<file path="config.mk">
export PLATFORM = sky130hd
export DESIGN_NAME = fp16_accumulator
export DESIGN_NICKNAME = d
export VERILOG_FILES = /design/src/rtl/fp16_accumulator.sv
export SDC_FILE = /design/constraint.sdc
export NUM_CORES = 1
export LEC_CHECK = 0
export CAP_MARGIN = 10
export CORE_UTILIZATION = 35
export CTS_CLUSTER_DIAMETER = 80
export DETAILED_ROUTE_END_ITERATION = 8
export PLACE_DENSITY = 0.47
export SYNTH_ARGS = -nofsm -noshare
export SYNTH_HDL_FRONTEND = slang
export SYNTH_SLANG_ARGS = --single-unit
</file>
<file path="constraint.sdc">
create_clock -name CLK -period 12.33 [get_ports CLK]
set_clock_uncertainty 0.2 [all_clocks]
set_input_delay 3.699 -clock CLK [delete_from_list [all_inputs] [get_ports CLK]]
set_output_delay 3.699 -clock CLK [all_outputs]
set_load 0.01 [all_outputs]
</file>
<file path="src/rtl/fp16_accumulator.sv">
// Binary16 accumulator: each accepted addend is summed into the running total
// through a four-state ALIGN/ADD/NORM sequence with truncating rounding.
module fp16_accumulator (
    input  logic        CLK,
    input  logic        RESET,
    input  logic [15:0] in_data,
    input  logic        in_valid,
    output logic        in_ready,
    input  logic        clear,
    output logic [15:0] acc_out,
    output logic        out_valid
);
    localparam int                DATA_W = 16;
    localparam logic [DATA_W-1:0] QNAN   = 16'h7E00;

    typedef enum logic [1:0] {IDLE, ALIGN, ADD, NORM} state_t;

    state_t            r_state;
    logic              r_in_ready;
    logic              r_out_valid;
    logic [DATA_W-1:0] r_acc;

    logic [DATA_W-1:0] r_opa_p0;
    logic [DATA_W-1:0] r_opb_p0;

    logic [10:0]       r_sig_l_p1;
    logic [10:0]       r_sig_s_p1;
    logic [4:0]        r_exp_p1;
    logic              r_sign_p1;
    logic              r_sub_p1;
    logic              r_zsign_p1;
    logic              r_spec_p1;
    logic [DATA_W-1:0] r_spec_val_p1;

    logic [11:0]       r_sum_p2;
    logic [4:0]        r_exp_p2;
    logic              r_sign_p2;
    logic              r_zsign_p2;
    logic              r_spec_p2;
    logic [DATA_W-1:0] r_spec_val_p2;

    logic              w_sa;
    logic              w_sb;
    logic [4:0]        w_ea;
    logic [4:0]        w_eb;
    logic [9:0]        w_ma;
    logic [9:0]        w_mb;
    logic              w_nan_a;
    logic              w_nan_b;
    logic              w_inf_a;
    logic              w_inf_b;
    logic [10:0]       w_sig_a;
    logic [10:0]       w_sig_b;
    logic              w_a_big;
    logic [4:0]        w_e_l;
    logic [4:0]        w_e_s;
    logic [10:0]       w_sig_l;
    logic [10:0]       w_sig_s;
    logic              w_sign_l;
    logic [4:0]        w_diff;
    logic [10:0]       w_sig_s_sh;
    logic              w_spec;
    logic [DATA_W-1:0] w_spec_val;
    logic [11:0]       w_sum;

    // Leading-one normalisation, truncation toward zero, flush of tiny results
    // to +0 and saturation of oversized results to a signed infinity.
    function automatic logic [DATA_W-1:0] f_norm_trunc(
        input logic [11:0] sum,
        input logic [4:0]  exp,
        input logic        sign,
        input logic        zsign
    );
        logic signed [6:0] e;
        logic [9:0]        mant;
        logic [3:0]        lz;
        f_norm_trunc = {zsign, 15'd0};
        if (sum != 12'd0) begin
            if (sum[11]) begin
                e    = $signed({2'b00, exp}) + 7'sd1;
                mant = sum[10:1];
            end else begin
                lz = 4'd0;
                for (int i = 0; i <= 10; i++) begin
                    if (sum[i]) lz = 4'(10 - i);
                end
                e    = $signed({2'b00, exp}) - $signed({3'b000, lz});
                mant = 10'(sum[10:0] << lz);
            end
            if (e <= 7'sd0)
                f_norm_trunc = 16'h0000;
            else if (e >= 7'sd31)
                f_norm_trunc = {sign, 5'h1F, 10'd0};
            else
                f_norm_trunc = {sign, e[4:0], mant};
        end
    endfunction

    always_comb begin
        w_sa    = r_opa_p0[15];
        w_sb    = r_opb_p0[15];
        w_ea    = r_opa_p0[14:10];
        w_eb    = r_opb_p0[14:10];
        w_ma    = r_opa_p0[9:0];
        w_mb    = r_opb_p0[9:0];
        w_nan_a = (w_ea == 5'd31) && (w_ma != 10'd0);
        w_nan_b = (w_eb == 5'd31) && (w_mb != 10'd0);
        w_inf_a = (w_ea == 5'd31) && (w_ma == 10'd0);
        w_inf_b = (w_eb == 5'd31) && (w_mb == 10'd0);
        // exp=0 covers both zero and subnormal: both behave as a signed zero
        w_sig_a = (w_ea == 5'd0) ? 11'd0 : {1'b1, w_ma};
        w_sig_b = (w_eb == 5'd0) ? 11'd0 : {1'b1, w_mb};
        w_a_big = {w_ea, w_sig_a} >= {w_eb, w_sig_b};
        if (w_a_big) begin
            w_e_l    = w_ea;
            w_e_s    = w_eb;
            w_sig_l  = w_sig_a;
            w_sig_s  = w_sig_b;
            w_sign_l = w_sa;
        end else begin
            w_e_l    = w_eb;
            w_e_s    = w_ea;
            w_sig_l  = w_sig_b;
            w_sig_s  = w_sig_a;
            w_sign_l = w_sb;
        end
        w_diff     = w_e_l - w_e_s;
        w_sig_s_sh = (w_diff >= 5'd12) ? 11'd0 : (w_sig_s >> w_diff);

        w_spec     = 1'b1;
        w_spec_val = QNAN;
        if (w_nan_a || w_nan_b)
            w_spec_val = QNAN;
        else if (w_inf_a && w_inf_b)
            w_spec_val = (w_sa == w_sb) ? r_opa_p0 : QNAN;
        else if (w_inf_a)
            w_spec_val = r_opa_p0;
        else if (w_inf_b)
            w_spec_val = r_opb_p0;
        else
            w_spec = 1'b0;
    end

    always_comb begin
        w_sum = r_sub_p1 ? ({1'b0, r_sig_l_p1} - {1'b0, r_sig_s_p1})
                         : ({1'b0, r_sig_l_p1} + {1'b0, r_sig_s_p1});
    end

    always_ff @(posedge CLK) begin
        if (RESET) begin
            r_state       <= IDLE;
            r_in_ready    <= 1'b1;
            r_out_valid   <= 1'b0;
            r_acc         <= '0;
            r_opa_p0      <= '0;
            r_opb_p0      <= '0;
            r_sig_l_p1    <= '0;
            r_sig_s_p1    <= '0;
            r_exp_p1      <= '0;
            r_sign_p1     <= 1'b0;
            r_sub_p1      <= 1'b0;
            r_zsign_p1    <= 1'b0;
            r_spec_p1     <= 1'b0;
            r_spec_val_p1 <= '0;
            r_sum_p2      <= '0;
            r_exp_p2      <= '0;
            r_sign_p2     <= 1'b0;
            r_zsign_p2    <= 1'b0;
            r_spec_p2     <= 1'b0;
            r_spec_val_p2 <= '0;
        end else begin
            r_out_valid <= 1'b0;
            case (r_state)
                // capture: accumulator operand is forced to +0 when clear rides along
                IDLE: begin
                    if (in_valid) begin
                        r_opa_p0   <= clear ? 16'h0000 : r_acc;
                        r_opb_p0   <= in_data;
                        r_state    <= ALIGN;
                        r_in_ready <= 1'b0;
                    end else if (clear) begin
                        r_acc <= 16'h0000;
                    end
                end
                // p0 -> p1: operand ordering and significand alignment
                ALIGN: begin
                    r_sig_l_p1    <= w_sig_l;
                    r_sig_s_p1    <= w_sig_s_sh;
                    r_exp_p1      <= w_e_l;
                    r_sign_p1     <= w_sign_l;
                    r_sub_p1      <= w_sa ^ w_sb;
                    r_zsign_p1    <= w_sa & w_sb;
                    r_spec_p1     <= w_spec;
                    r_spec_val_p1 <= w_spec_val;
                    r_state       <= ADD;
                end
                // p1 -> p2: magnitude add/subtract
                ADD: begin
                    r_sum_p2      <= w_sum;
                    r_exp_p2      <= r_exp_p1;
                    r_sign_p2     <= r_sign_p1;
                    r_zsign_p2    <= r_zsign_p1;
                    r_spec_p2     <= r_spec_p1;
                    r_spec_val_p2 <= r_spec_val_p1;
                    r_state       <= NORM;
                end
                // p2 -> accumulator: normalise and publish
                NORM: begin
                    r_acc       <= r_spec_p2 ? r_spec_val_p2
                                             : f_norm_trunc(r_sum_p2, r_exp_p2, r_sign_p2, r_zsign_p2);
                    r_out_valid <= 1'b1;
                    r_in_ready  <= 1'b1;
                    r_state     <= IDLE;
                end
                default: begin
                    r_state    <= IDLE;
                    r_in_ready <= 1'b1;
                end
            endcase
        end
    end

    assign in_ready  = r_in_ready;
    assign out_valid = r_out_valid;
    assign acc_out   = r_acc;

endmodule

</file>
==> insert_results.sql, run 1 <==
INSERT INTO impl_metrics (metric_group, metric, value, unit) VALUES
('synthesis', 'synth_commonest_cells', 'nand2_1, dfxtp_1, nor2_1, a21oi_1, mux2i_1', ''),
('global_route', 'most_heavily_used_metal_layer_in_global_routing', 'met2', ''),
('synthesis', 'sequential_element_share_of_the_synthesized_area', '33.7', '%'),
('worst_setup_path', 'rr_worst_depth', '15', ''),
('routing', 'dr.pass1.iters', '5', ''),
('global_route', 'met2_usage', '31.0', '%'),
('sta', 'finalHoldWorstSlack', '0.261', 'ns'),
('synthesis', 'synth-seq-cells', '135', ''),
('synthesis', 'synthTopCellsByArea', 'dfxtp_1, mux2i_1, nand2_1, ha_1, nor2_1', ''),
('sta', 'finalSetupTns', '0', 'ns'),
('routing', 'detail_route.vias_per_cell', '5.29', ''),
('clocking', 'postCtsHoldBufs', '0', ''),
('global_route', 'grt.overflow.total', '0', ''),
('final_layout', 'num-nets-final', '1069', ''),
('worst_hold_path', 'min_path_type', 'flop to flop', ''),
('worst_hold_path', 'hold_path_depth', '1', ''),
('global_route', 'grtUsageTotal', '19.8', '%'),
('routing', 'route.detailed.drc', '0', ''),
('sta', 'timing_worst_slew_pin_value', '1.12', 'ns'),
('sta', 'rsz0062_at_grt', 'false', ''),
('floorplan', 'io-pin-count', '38', ''),
('placed_design', 'place.port_buffers', '37', ''),
('power', 'irDropWorstVdd', '116', 'uV'),
('routing', 'drt_wl_total', '22600', 'microns'),
('sta', 'timing.final.setup_violations', '0', ''),
('flow_run', 'cap_viol_max_count', '0', ''),
('placed_design', 'dp_hpwl', '16500', 'microns'),
('synthesis', 'synth_flop_cell', 'dfxtp_1', ''),
('worst_setup_path', 'timing.critical_path.to_type', 'flop', ''),
('global_route', 'vias_in_the_first_global_route', '6505', ''),
('synthesis', 'synth_largest_type_area_fraction', '33.7', '%'),
('worst_setup_path', 'path_max_fanout', '39', ''),
('sta', 'slew-limit-headroom', '25.5', '%'),
('clocking', 'cts-buffers-inserted', '17', ''),
('synthesis', 'synth_edf_count', '0', ''),
('sta', 'finalWorstPathRequiredPeriod', '5.91', 'ns'),
('synthesis', 'synthDominantAreaCellType', 'dfxtp_1', ''),
('floorplan', 'die_area', '0.0235', 'sq mm'),
('worst_setup_path', 'timing_worst_setup_path_type', 'input port to flop', ''),
('worst_setup_path', 'timing.critical_path.arrival', '6.08', 'ns'),
('outcome', 'outcome', 'completed', ''),
('global_route', 'antenna_violations_before_repair', '0', ''),
('clocking', 'tritoncts', 'done', ''),
('synthesis', 'synth.cell_area', '0.00802', 'sq mm'),
('clocking', 'sinks_on_the_clock_net', '135', ''),
('clocking', 'ctsLongestPathBuffers', '2', ''),
('sta', 'finalHoldViolations', '0', ''),
('final_layout', 'layout-drive-gt1-share', '7.16', '%'),
('power', 'total_chip_power', '2.53', 'mW'),
('final_layout', 'flow.area_growth_from_synthesis', '15.0', '%'),
('clocking', 'htree_depth', '4', ''),
('routing', 'via_count', '6903', ''),
('sta', 'maxSlewViolCount', '0', ''),
('floorplan', 'floorplan.die.width', '153', 'microns'),
('synthesis', 'synth_most_common_cell', 'nand2_1', ''),
('synthesis', 'synthesis.area_per_instance', '7.98', 'sq um'),
('floorplan', 'site_row_count', '55', ''),
('synthesis', 'synth-warning-count', '0', ''),
('global_route', 'globalRouteMet3Util', '3.32', '%'),
('sta', 'ratio_of_final_minimum_period_to_clock_period', '48.0', '%'),
('global_route', 'grt_start_max_net_pins', '90', ''),
('clocking', 'cts.root.buffer_cell', 'clkbuf_16', ''),
('floorplan', 'initial_core_util', '35.5', '%'),
('routing', 'postRouteAntennaNets', '0', ''),
('routing', 'first_iter_violations', '342', ''),
('clocking', 'clk_latency', '0.43', 'ns'),
('sta', 'fmax', '169', 'MHz'),
('final_layout', 'antenna-diode-count', '0', ''),
('routing', 'wl_per_cell', '17.3', 'microns'),
('global_route', 'grt_pass1_wl', '36300', 'microns'),
('clocking', 'cts_post_setup_buffers_inserted', '0', ''),
('global_route', 'global_route.usage.met1', '27.4', '%'),
('clocking', 'cts.reportedPaths.clkPinSlew', '0.07', 'ns'),
('power', 'p_leak', '3.44', 'nW'),
('synthesis', 'syn_nets', '1067', ''),
('power', 'power_per_cell_area', '275', 'mW/mm^2'),
('worst_setup_path', 'crit_path_start_kind', 'input port', ''),
('worst_setup_path', 'timing.critical_path.required', '12.49', 'ns'),
('floorplan', 'core', '0.0226', 'sq mm'),
('floorplan', 'die_height', '153', 'microns'),
('synthesis', 'synth_cell_types', '69', ''),
('placed_design', 'place_congestion', '0.866', ''),
('synthesis', 'postSynth.asyncResetShare', '0', '%'),
('synthesis', 'syn-instance-count', '1005', ''),
('clocking', 'cts.repair.resized', '0', '');
-- path summary, 6_finish.rpt --
path / startpoint / end / slack, ns
setup / recovery: in_valid / acc_out[9]$_SDFFE_PP0P_ / 6.42
hold / removal: r_spec_val_p1[3]$_SDFFE_PP0N_ / r_spec_val_p1[3]$_SDFFE_PP0N_ / 0.26
setup reg to reg: r_opa_p0[10]$_SDFFE_PP0P_ / r_sig_s_p1[3]$_SDFFE_PP0N_ / 7.30
hold reg to reg: r_spec_val_p1[3]$_SDFFE_PP0N_ / r_spec_val_p1[3]$_SDFFE_PP0N_ / 0.26
-- placed cells by master, fill, tap and decap left out, types with 4 or more instances in the layout --
master and count:
nand3_1 15, inv_6 6, nand3b_1 15, buf_4 10, nor3b_1 5, nand2_1 140, and3_1 4, a21oi_1 85
a32oi_1 8, nor2_1 129, o31ai_1 4, clkdlybuf4s50_1 36, nand2b_1 10, o21bai_1 4, nand4_1 5, o22ai_1 4
a31oi_1 6, and2_1 11, nor2b_1 9, o21ai_1 4, mux2i_1 69, xnor2_1 18, inv_1 44, mux2_2 6
mux4_2 7, o211ai_1 11, dfxtp_1 135, o21ai_0 31, or3_1 5, clkbuf_16 17, a21boi_0 6, a21o_1 12
nor4_1 4, ha_1 38, bufinv_16 4, a211oi_1 23, or2_2 5, nor3_1 19
-- flip-flops by register name (all words and copies together), names as in the netlist, 2 cells and up --
signal,cells
acc_out,16
r_exp_p1,5
r_exp_p2,5
r_opa_p0,16
r_opb_p0,16
r_sig_l_p1,11
r_sig_s_p1,11
r_spec_val_p1,16
r_spec_val_p2,16
r_state,2
r_sum_p2,12
-- per-stage QoR --
stage | setup slack (ns) | instances | utilization [%] | instance area (sq um)
6_report | 6.42 | 1304 | 40.8 | 9220
5_1_grt | 6.18 | 1304 | 40.8 | 9220
4_1_cts | 6.44 | 1304 | 40.8 | 9220
3_5_place_dp | 5.99 | 1273 | 38.0 | 8580
3_3_place_gp | 6.04 | 1273 | 38.0 | 8580
2_1_floorplan | 7.37 | 1005 | - | 8020
-- critical path, stage by stage --
cell	delay [ns]
clkdlybuf4s50_1	0.54
nand2_1	0.07
buf_4	0.26
o21ai_0	0.25
nor2b_1	0.83
a221oi_1	0.22
nor3_1	0.20
-- cell families (layout without fill, tap and decap cells) --
family | count (synthesis) | after routing | share of synthesized area (%)
mux | 82 | 82 | 11.4
simple gates | 385 | 385 | 21.7
buf+inv | 108 | 122 | 5.20
compound gates | 233 | 233 | 19.1
fa+ha+maj | 42 | 42 | 6.74
xor+xnor | 20 | 20 | 2.18
flops | 135 | 135 | 33.7
-- cell type report --
class,instances,area [sq um]
inverters,45,169
repair buffers,46,435
flip-flops and latches,135,2700
clock inverters,14,209
well taps,285,357
multi-input cells,762,4920
clock buffers,17,425
fillers,2356,13400
-- where the power goes --
group	switching (mW)	internal (mW)
Sequential	0.0849	0.512
Combinational	0.847	0.532
Clock	0.214	0.343
-- layer usage --
| layer | up-vias | wire, microns |
|---|---|---|
| met4 | 0 | 412 |
| met3 | 24 | 800 |
| met5 | - | 0 |
| li1 | 3546 | - |
| met1 | 3211 | 11200 |
| met2 | 122 | 10200 |
Power figures use the tool's default switching activity.
==> run 2, diff against run 1 <==
--- a/config.mk
+++ b/config.mk
@@ -9,7 +9,7 @@
 export CORE_UTILIZATION = 35
 export CTS_CLUSTER_DIAMETER = 80
 export DETAILED_ROUTE_END_ITERATION = 8
-export PLACE_DENSITY = 0.47
+export PLACE_DENSITY = 0.49
 export SYNTH_ARGS = -nofsm -noshare
 export SYNTH_HDL_FRONTEND = slang
 export SYNTH_SLANG_ARGS = --single-unit
==> constraint.sdc (replaced) <==
create_clock -name CLK -period 5 [get_ports CLK]
set_clock_uncertainty 0.2 [all_clocks]
set_input_delay 1.5 -clock CLK [delete_from_list [all_inputs] [get_ports CLK]]
set_output_delay 1.5 -clock CLK [all_outputs]
set_load 0.01 [all_outputs]
==> run 2 against run 1 <==
Effect of this change:
- sequential power rose by 150%
- clock power increased to 2.5 times the previous value
- cell count grew 0.38%
- highest routed layer unchanged
- critical path depth up 6
- design area rose by 0.46%
- largest power group unchanged
==> insert_results.sql, run 2 (synthesis results as in run 1) <==
INSERT INTO impl_metrics (metric_group, metric, value, unit) VALUES
('clocking', 'postCtsHoldBufs', '0', ''),
('floorplan', 'die_area', '0.0235', 'sq mm'),
('power', 'p_leak', '3.47', 'nW'),
('sta', 'timing_worst_slew_pin_value', '1.10', 'ns'),
('sta', 'fin_ws', '0.630', 'ns'),
('power', 'clock_power_share', '22.5', '%'),
('global_route', 'grt.overflow.total', '0', ''),
('outcome', 'outcome', 'completed', ''),
('power', 'irDropWorstVdd', '327', 'uV'),
('global_route', 'antenna_violations_before_repair', '0', ''),
('global_route', 'grt_pass1_wl', '35400', 'microns'),
('worst_setup_path', 'path_max_fanout', '8', ''),
('clocking', 'tritoncts', 'done', ''),
('final_layout', 'antenna-diode-count', '0', ''),
('final_layout', 'fill_cells', '2365', ''),
('final_layout', 'flow.area_growth_from_synthesis', '15.5', '%'),
('power', 'power_per_cell_area', '677', 'mW/mm^2'),
('sta', 'finalSetupTns', '0', 'ns'),
('routing', 'postRouteAntennaNets', '0', ''),
('clocking', 'cts-buffers-inserted', '17', ''),
('placed_design', 'dp_hpwl', '16500', 'microns'),
('routing', 'route.detailed.drc', '0', ''),
('final_layout', 'layout.cells.most_common', 'nand2_1', ''),
('worst_hold_path', 'min_path_type', 'flop to flop', ''),
('routing', 'detail_route.vias_per_cell', '5.27', ''),
('worst_setup_path', 'timing.critical_path.arrival', '4.48', 'ns'),
('clocking', 'sinks_on_the_clock_net', '135', ''),
('final_layout', 'layout-drive-gt1-share', '7.62', '%'),
('clocking', 'cts.reportedPaths.clkPinSlew', '0.07', 'ns'),
('clocking', 'cts.repair.resized', '0', ''),
('sta', 'rsz0062_at_grt', 'false', ''),
('placed_design', 'dp_worst_setup_slack', '0.694', 'ns'),
('worst_setup_path', 'timing.critical_path.to_type', 'flop', ''),
('routing', 'first_iter_violations', '468', ''),
('final_layout', 'num-nets-final', '1073', ''),
('worst_setup_path', 'timing_worst_setup_path_type', 'flop to flop', ''),
('clocking', 'cts_post_setup_buffers_inserted', '0', ''),
('routing', 'drt_wl_total', '22400', 'microns'),
('routing', 'dr.pass1.iters', '4', ''),
('power', 'power.internal', '3.45', 'mW'),
('floorplan', 'site_row_count', '55', ''),
('sta', 'finalHoldWorstSlack', '0.256', 'ns'),
('power', 'power_frac_seq', '23.4', '%'),
('sta', 'ratio_of_final_minimum_period_to_clock_period', '87.4', '%'),
('routing', 'wl_per_cell', '17.1', 'microns'),
('global_route', 'grtUsageTotal', '19.3', '%'),
('clocking', 'ctsLongestPathBuffers', '2', ''),
('global_route', 'grt_start_max_net_pins', '52', ''),
('placed_design', 'place.port_buffers', '37', ''),
('floorplan', 'floorplan.die.width', '153', 'microns'),
('flow_run', 'cap_viol_max_count', '0', ''),
('placed_design', 'place_congestion', '0.848', ''),
('floorplan', 'initial_core_util', '35.5', '%'),
('placed_design', 'post_placement_cell_area', '0.00860', 'sq mm'),
('sta', 'finalHoldViolations', '0', ''),
('worst_setup_path', 'timing.critical_path.required', '5.11', 'ns'),
('power', 'p_comb_share', '54.1', '%'),
('final_layout', 'mostFrequentLayoutCells', 'nand2_1, dfxtp_1, nor2_1', ''),
('power', 'switchingPower', '2.83', 'mW'),
('worst_setup_path', 'setup.reg_to_reg.worst_slack', '0.63', 'ns'),
('power', 'power.share.switching', '45.1', '%'),
('sta', 'finalWorstPathRequiredPeriod', '4.37', 'ns'),
('routing', 'via_count', '6899', ''),
('power', 'total_chip_power', '6.27', 'mW'),
('sta', 'maxSlewViolCount', '0', ''),
('sta', 'slew-limit-headroom', '26.5', '%'),
('worst_setup_path', 'crit_path_start_kind', 'flop', ''),
('floorplan', 'die_height', '153', 'microns'),
('sta', 'fmax', '229', 'MHz'),
('sta', 'timing.final.setup_violations', '0', ''),
('final_layout', 'final_design_area_no_fill', '0.00926', 'sq mm'),
('clocking', 'cts.root.buffer_cell', 'clkbuf_16', ''),
('clocking', 'clk_latency', '0.43', 'ns'),
('floorplan', 'core', '0.0226', 'sq mm'),
('clocking', 'htree_depth', '4', ''),
('floorplan', 'io-pin-count', '38', ''),
('global_route', 'vias_in_the_first_global_route', '6349', '');
run 2: cell count changes in the layout (fill, tap and decap cells not counted), sizes merged:
| cell | previous run | this run |
|---|---|---|
| clkinv | 3 | 4 |
| inv | 51 | 52 |
| buf | 10 | 14 |
| clkinvlp | 1 | 0 |
run 2: routing by layer:
layer / track usage, % / vias to the layer above / part of all wire, %
li1: - / 3557 / -
met1: 27.0 / 3203 / 49
met2: 30.4 / 114 / 46
met3: 3.03 / 25 / 3.2
met4: 5.86 / 0 / 1.4
met5: 0 / - / 0
run 2: final timing paths:
path	start	endpoint	depth (start not counted)
worst max register to register	r_sum_p2[9]$_SDFFE_PP0P_	acc_out[2]$_SDFFE_PP0P_	13
worst max-delay path	r_sum_p2[9]$_SDFFE_PP0P_	acc_out[2]$_SDFFE_PP0P_	13
worst min register to register	r_spec_val_p1[3]$_SDFFE_PP0N_	r_spec_val_p1[3]$_SDFFE_PP0N_	1
worst min-delay path	r_spec_val_p1[3]$_SDFFE_PP0N_	r_spec_val_p1[3]$_SDFFE_PP0N_	1
run 2: final cells by class:
class / count / area [sq um] / share of cell area [%]
multi-input combinational: 762 / 4910 / 53.0
timing repair buffer: 50 / 465 / 5.03
clock buffer: 17 / 425 / 4.59
sequential: 135 / 2700 / 29.2
clock inverter: 15 / 234 / 2.53
tap: 285 / 357 / 3.85
inverter: 45 / 169 / 1.82
run 2: critical path, stage by stage (launching register included):
cell and delay [ns]:
dfxtp_1 0.36, or2_2 0.31, or3_1 0.36, a21oi_1 0.36, clkinv_1 0.32, ha_1 0.39
o21ai_0 0.12, a21boi_0 0.18, o31ai_1 0.42, a41oi_1 0.28, o21ai_1 0.47, o211ai_1 0.21
a21oi_1 0.16, o21ai_0 0.10
run 2: stage by stage:
step                std cells  util [%]
finish                   1309      41.0
global route             1309      41.0
CTS                      1309      41.0
detailed placement       1277      38.1
floorplan                1005         -
global placement         1277      38.1
run 2: power by group through the flow:
stage | combinational, mW | sequential, mW | clock, mW
finish | 3.39 | 1.47 | 1.41
detailed placement | 3.38 | 1.49 | 0
global route | 3.78 | 1.49 | 1.49
global placement | 3.40 | 1.49 | 0
CTS | 3.40 | 1.47 | 1.44
floorplan | 2.62 | 1.41 | 0
==> run 3, diff against run 2 <==
--- a/config.mk
+++ b/config.mk
@@ -6,10 +6,12 @@
 export NUM_CORES = 1
 export LEC_CHECK = 0
 export CAP_MARGIN = 10
+export CORE_MARGIN = 3
 export CORE_UTILIZATION = 35
 export CTS_CLUSTER_DIAMETER = 80
 export DETAILED_ROUTE_END_ITERATION = 8
 export PLACE_DENSITY = 0.49
+export SKIP_CTS_REPAIR_TIMING = 1
 export SYNTH_ARGS = -nofsm -noshare
 export SYNTH_HDL_FRONTEND = slang
 export SYNTH_SLANG_ARGS = --single-unit
==> run 3 against run 2 <==
Effect of this change:
- utilization increased by 0.25 points
- critical endpoint is now r_sig_s_p1[8]$_SDFFE_PP0N_
- non-clock buffer count decreased by 1
- sequential power about the same
- flip-flop and latch count unchanged
- critical path depth increased by 3
==> insert_results.sql, run 3 (synthesis results as in run 1) <==
INSERT INTO impl_metrics (metric_group, metric, value, unit) VALUES
('floorplan', 'initial_core_util', '36.2', '%'),
('clocking', 'cts.root.buffer_cell', 'clkbuf_16', ''),
('worst_setup_path', 'timing.critical_path.arrival', '4.71', 'ns'),
('sta', 'finalHoldWorstSlack', '0.264', 'ns'),
('sta', 'finalSetupTns', '0', 'ns'),
('clocking', 'clk_latency', '0.42', 'ns'),
('floorplan', 'site_row_count', '54', ''),
('routing', 'via_count', '6948', ''),
('worst_hold_path', 'holdPathEnd', 'r_spec_val_p1[4]$_SDFFE_PP0N_', ''),
('floorplan', 'floorplan.die.width', '157', 'microns'),
('clocking', 'sinks_on_the_clock_net', '135', ''),
('sta', 'rsz0062_at_grt', 'false', ''),
('routing', 'detail_route.vias_per_cell', '5.33', ''),
('worst_setup_path', 'reg2reg_to', 'r_sig_s_p1[8]$_SDFFE_PP0N_', ''),
('routing', 'drt_wl_total', '22600', 'microns'),
('worst_hold_path', 'min_path_type', 'flop to flop', ''),
('placed_design', 'place.port_buffers', '37', ''),
('outcome', 'outcome', 'completed', ''),
('power', 'irDropWorstVdd', '450', 'uV'),
('power', 'p_leak', '3.40', 'nW'),
('routing', 'route.detailed.drc', '0', ''),
('placed_design', 'place_congestion', '0.850', ''),
('worst_setup_path', 'worstReg2RegStart', 'r_opa_p0[10]$_SDFFE_PP0P_', ''),
('final_layout', 'mostFrequentLayoutCells', 'nand2_1, dfxtp_1, nor2_1', ''),
('global_route', 'vias_in_the_first_global_route', '6463', ''),
('worst_setup_path', 'timing_worst_setup_path_type', 'flop to flop', ''),
('worst_setup_path', 'path_max_fanout', '48', ''),
('sta', 'timing.final.setup_violations', '0', ''),
('sta', 'maxSlewViolCount', '0', ''),
('routing', 'dr.pass1.iters', '6', ''),
('sta', 'finalWorstPathRequiredPeriod', '4.57', 'ns'),
('worst_setup_path', 'rr_worst_depth', '16', ''),
('final_layout', 'num-nets-final', '1072', ''),
('power', 'power_per_cell_area', '667', 'mW/mm^2'),
('clocking', 'cts.reportedPaths.clkPinSlew', '0.07', 'ns'),
('placed_design', 'dp_hpwl', '16300', 'microns'),
('flow_run', 'cap_viol_max_count', '0', ''),
('sta', 'fmax', '219', 'MHz'),
('clocking', 'tritoncts', 'done', ''),
('final_layout', 'fill_cells', '2314', ''),
('worst_hold_path', 'hp-start', 'r_spec_val_p1[4]$_SDFFE_PP0N_', ''),
('placed_design', 'place_inst', '1271', ''),
('global_route', 'antenna_violations_before_repair', '0', ''),
('clocking', 'ctsLongestPathBuffers', '2', ''),
('power', 'total_chip_power', '6.10', 'mW'),
('worst_setup_path', 'setup.reg_to_reg.worst_slack', '0.43', 'ns'),
('sta', 'timing_worst_slew_pin_value', '1.06', 'ns'),
('clocking', 'cts-buffers-inserted', '17', ''),
('final_layout', 'postLayoutCoreUtil', '41.3', '%'),
('global_route', 'grtUsageTotal', '18.6', '%'),
('clocking', 'htree_depth', '4', ''),
('floorplan', 'die_height', '157', 'microns'),
('routing', 'first_iter_violations', '544', ''),
('sta', 'ratio_of_final_minimum_period_to_clock_period', '91.4', '%'),
('final_layout', 'antenna-diode-count', '0', ''),
('sta', 'slew-limit-headroom', '29.3', '%'),
('global_route', 'grt_start_max_net_pins', '83', ''),
('global_route', 'grt_pass1_wl', '36400', 'microns'),
('worst_setup_path', 'timing.critical_path.required', '5.14', 'ns'),
('sta', 'finalHoldViolations', '0', ''),
('final_layout', 'flow.area_growth_from_synthesis', '14.1', '%'),
('worst_setup_path', 'timing.critical_path.to_type', 'flop', ''),
('routing', 'postRouteAntennaNets', '0', ''),
('final_layout', 'layout.cells.most_common', 'nand2_1', ''),
('worst_setup_path', 'crit_path_start_kind', 'flop', ''),
('final_layout', 'layout-drive-gt1-share', '7.53', '%'),
('floorplan', 'core', '0.0222', 'sq mm'),
('floorplan', 'die_area', '0.0248', 'sq mm'),
('final_layout', 'post_layout_nonfiller_instances', '1303', ''),
('floorplan', 'io-pin-count', '38', ''),
('worst_hold_path', 'hold_path_depth', '1', ''),
('global_route', 'grt.overflow.total', '0', ''),
('routing', 'wl_per_cell', '17.3', 'microns');
-- run 3: cell types whose count changed in the layout (fill, tap and decap cells not counted), sizes merged --
cell and change:
clkinv -2, clkbuf +1, inv -1, bufinv -4
clkinvlp +6, buf -1
-- run 3: worst max-delay path, stage by stage, from the launching register on --
cell and delay [ns]:
dfxtp_1 0.36, nor3_1 0.22, nand2_1 0.35, nand2_1 0.21
inv_1 0.07, ha_1 0.28, o2111ai_1 0.13, a311oi_1 0.31
nor2_1 0.10, a21oi_4 0.22, buf_4 0.49, mux2_2 0.40
o211ai_1 0.09, xnor2_1 0.22, nand4bb_1 0.34, buf_4 0.27
o31ai_2 0.21
-- run 3: metal layers --
metal / global-route usage, % / wire length, microns / vias up
met5: 0 / 0 / -
met4: 5.08 / 303 / 0
met3: 2.80 / 632 / 23
met2: 29.2 / 10100 / 110
met1: 26.8 / 11500 / 3260
li1: - / - / 3555
-- run 3: worst max path at each step --
stage,depth (start not counted),to,startpoint
6_report,16,r_sig_s_p1[8]$_SDFFE_PP0N_,r_opa_p0[10]$_SDFFE_PP0P_
5_1_grt,16,r_sig_s_p1[8]$_SDFFE_PP0N_,r_opa_p0[10]$_SDFFE_PP0P_
4_1_cts,13,acc_out[2]$_SDFFE_PP0P_,r_sum_p2[9]$_SDFFE_PP0P_
3_5_place_dp,13,acc_out[2]$_SDFFE_PP0P_,r_sum_p2[9]$_SDFFE_PP0P_
3_3_place_gp,14,acc_out[1]$_SDFFE_PP0P_,r_sum_p2[9]$_SDFFE_PP0P_
2_1_floorplan,18,acc_out[9]$_SDFFE_PP0P_,r_sum_p2[2]$_SDFFE_PP0P_
-- run 3: power by group --
group / internal [mW] / switching, mW / total [mW]
logic: 1.33 / 2.12 / 3.45
registers: 1.26 / 0.205 / 1.47
clock network: 0.645 / 0.540 / 1.19
total: 3.24 / 2.86 / 6.10
-- run 3: area by class of cell --
class	instances	area (sq um)	share of cell area [%]
clock buffer	18	429	4.69
clock inverter	14	114	1.25
inverter	45	169	1.85
multi-input combinational	762	4920	53.8
sequential	135	2700	29.6
tap	280	350	3.83
timing repair buffer	49	458	5.01
-- run 3: through the flow --
step / cell area [sq um] / setup slack (ns)
finish: 9150 / 0.432
global placement: 8600 / 0.430
floorplan: 8020 / 1.03
CTS: 9140 / 0.384
global route: 9150 / 0.0771
detailed placement: 8600 / 0.414
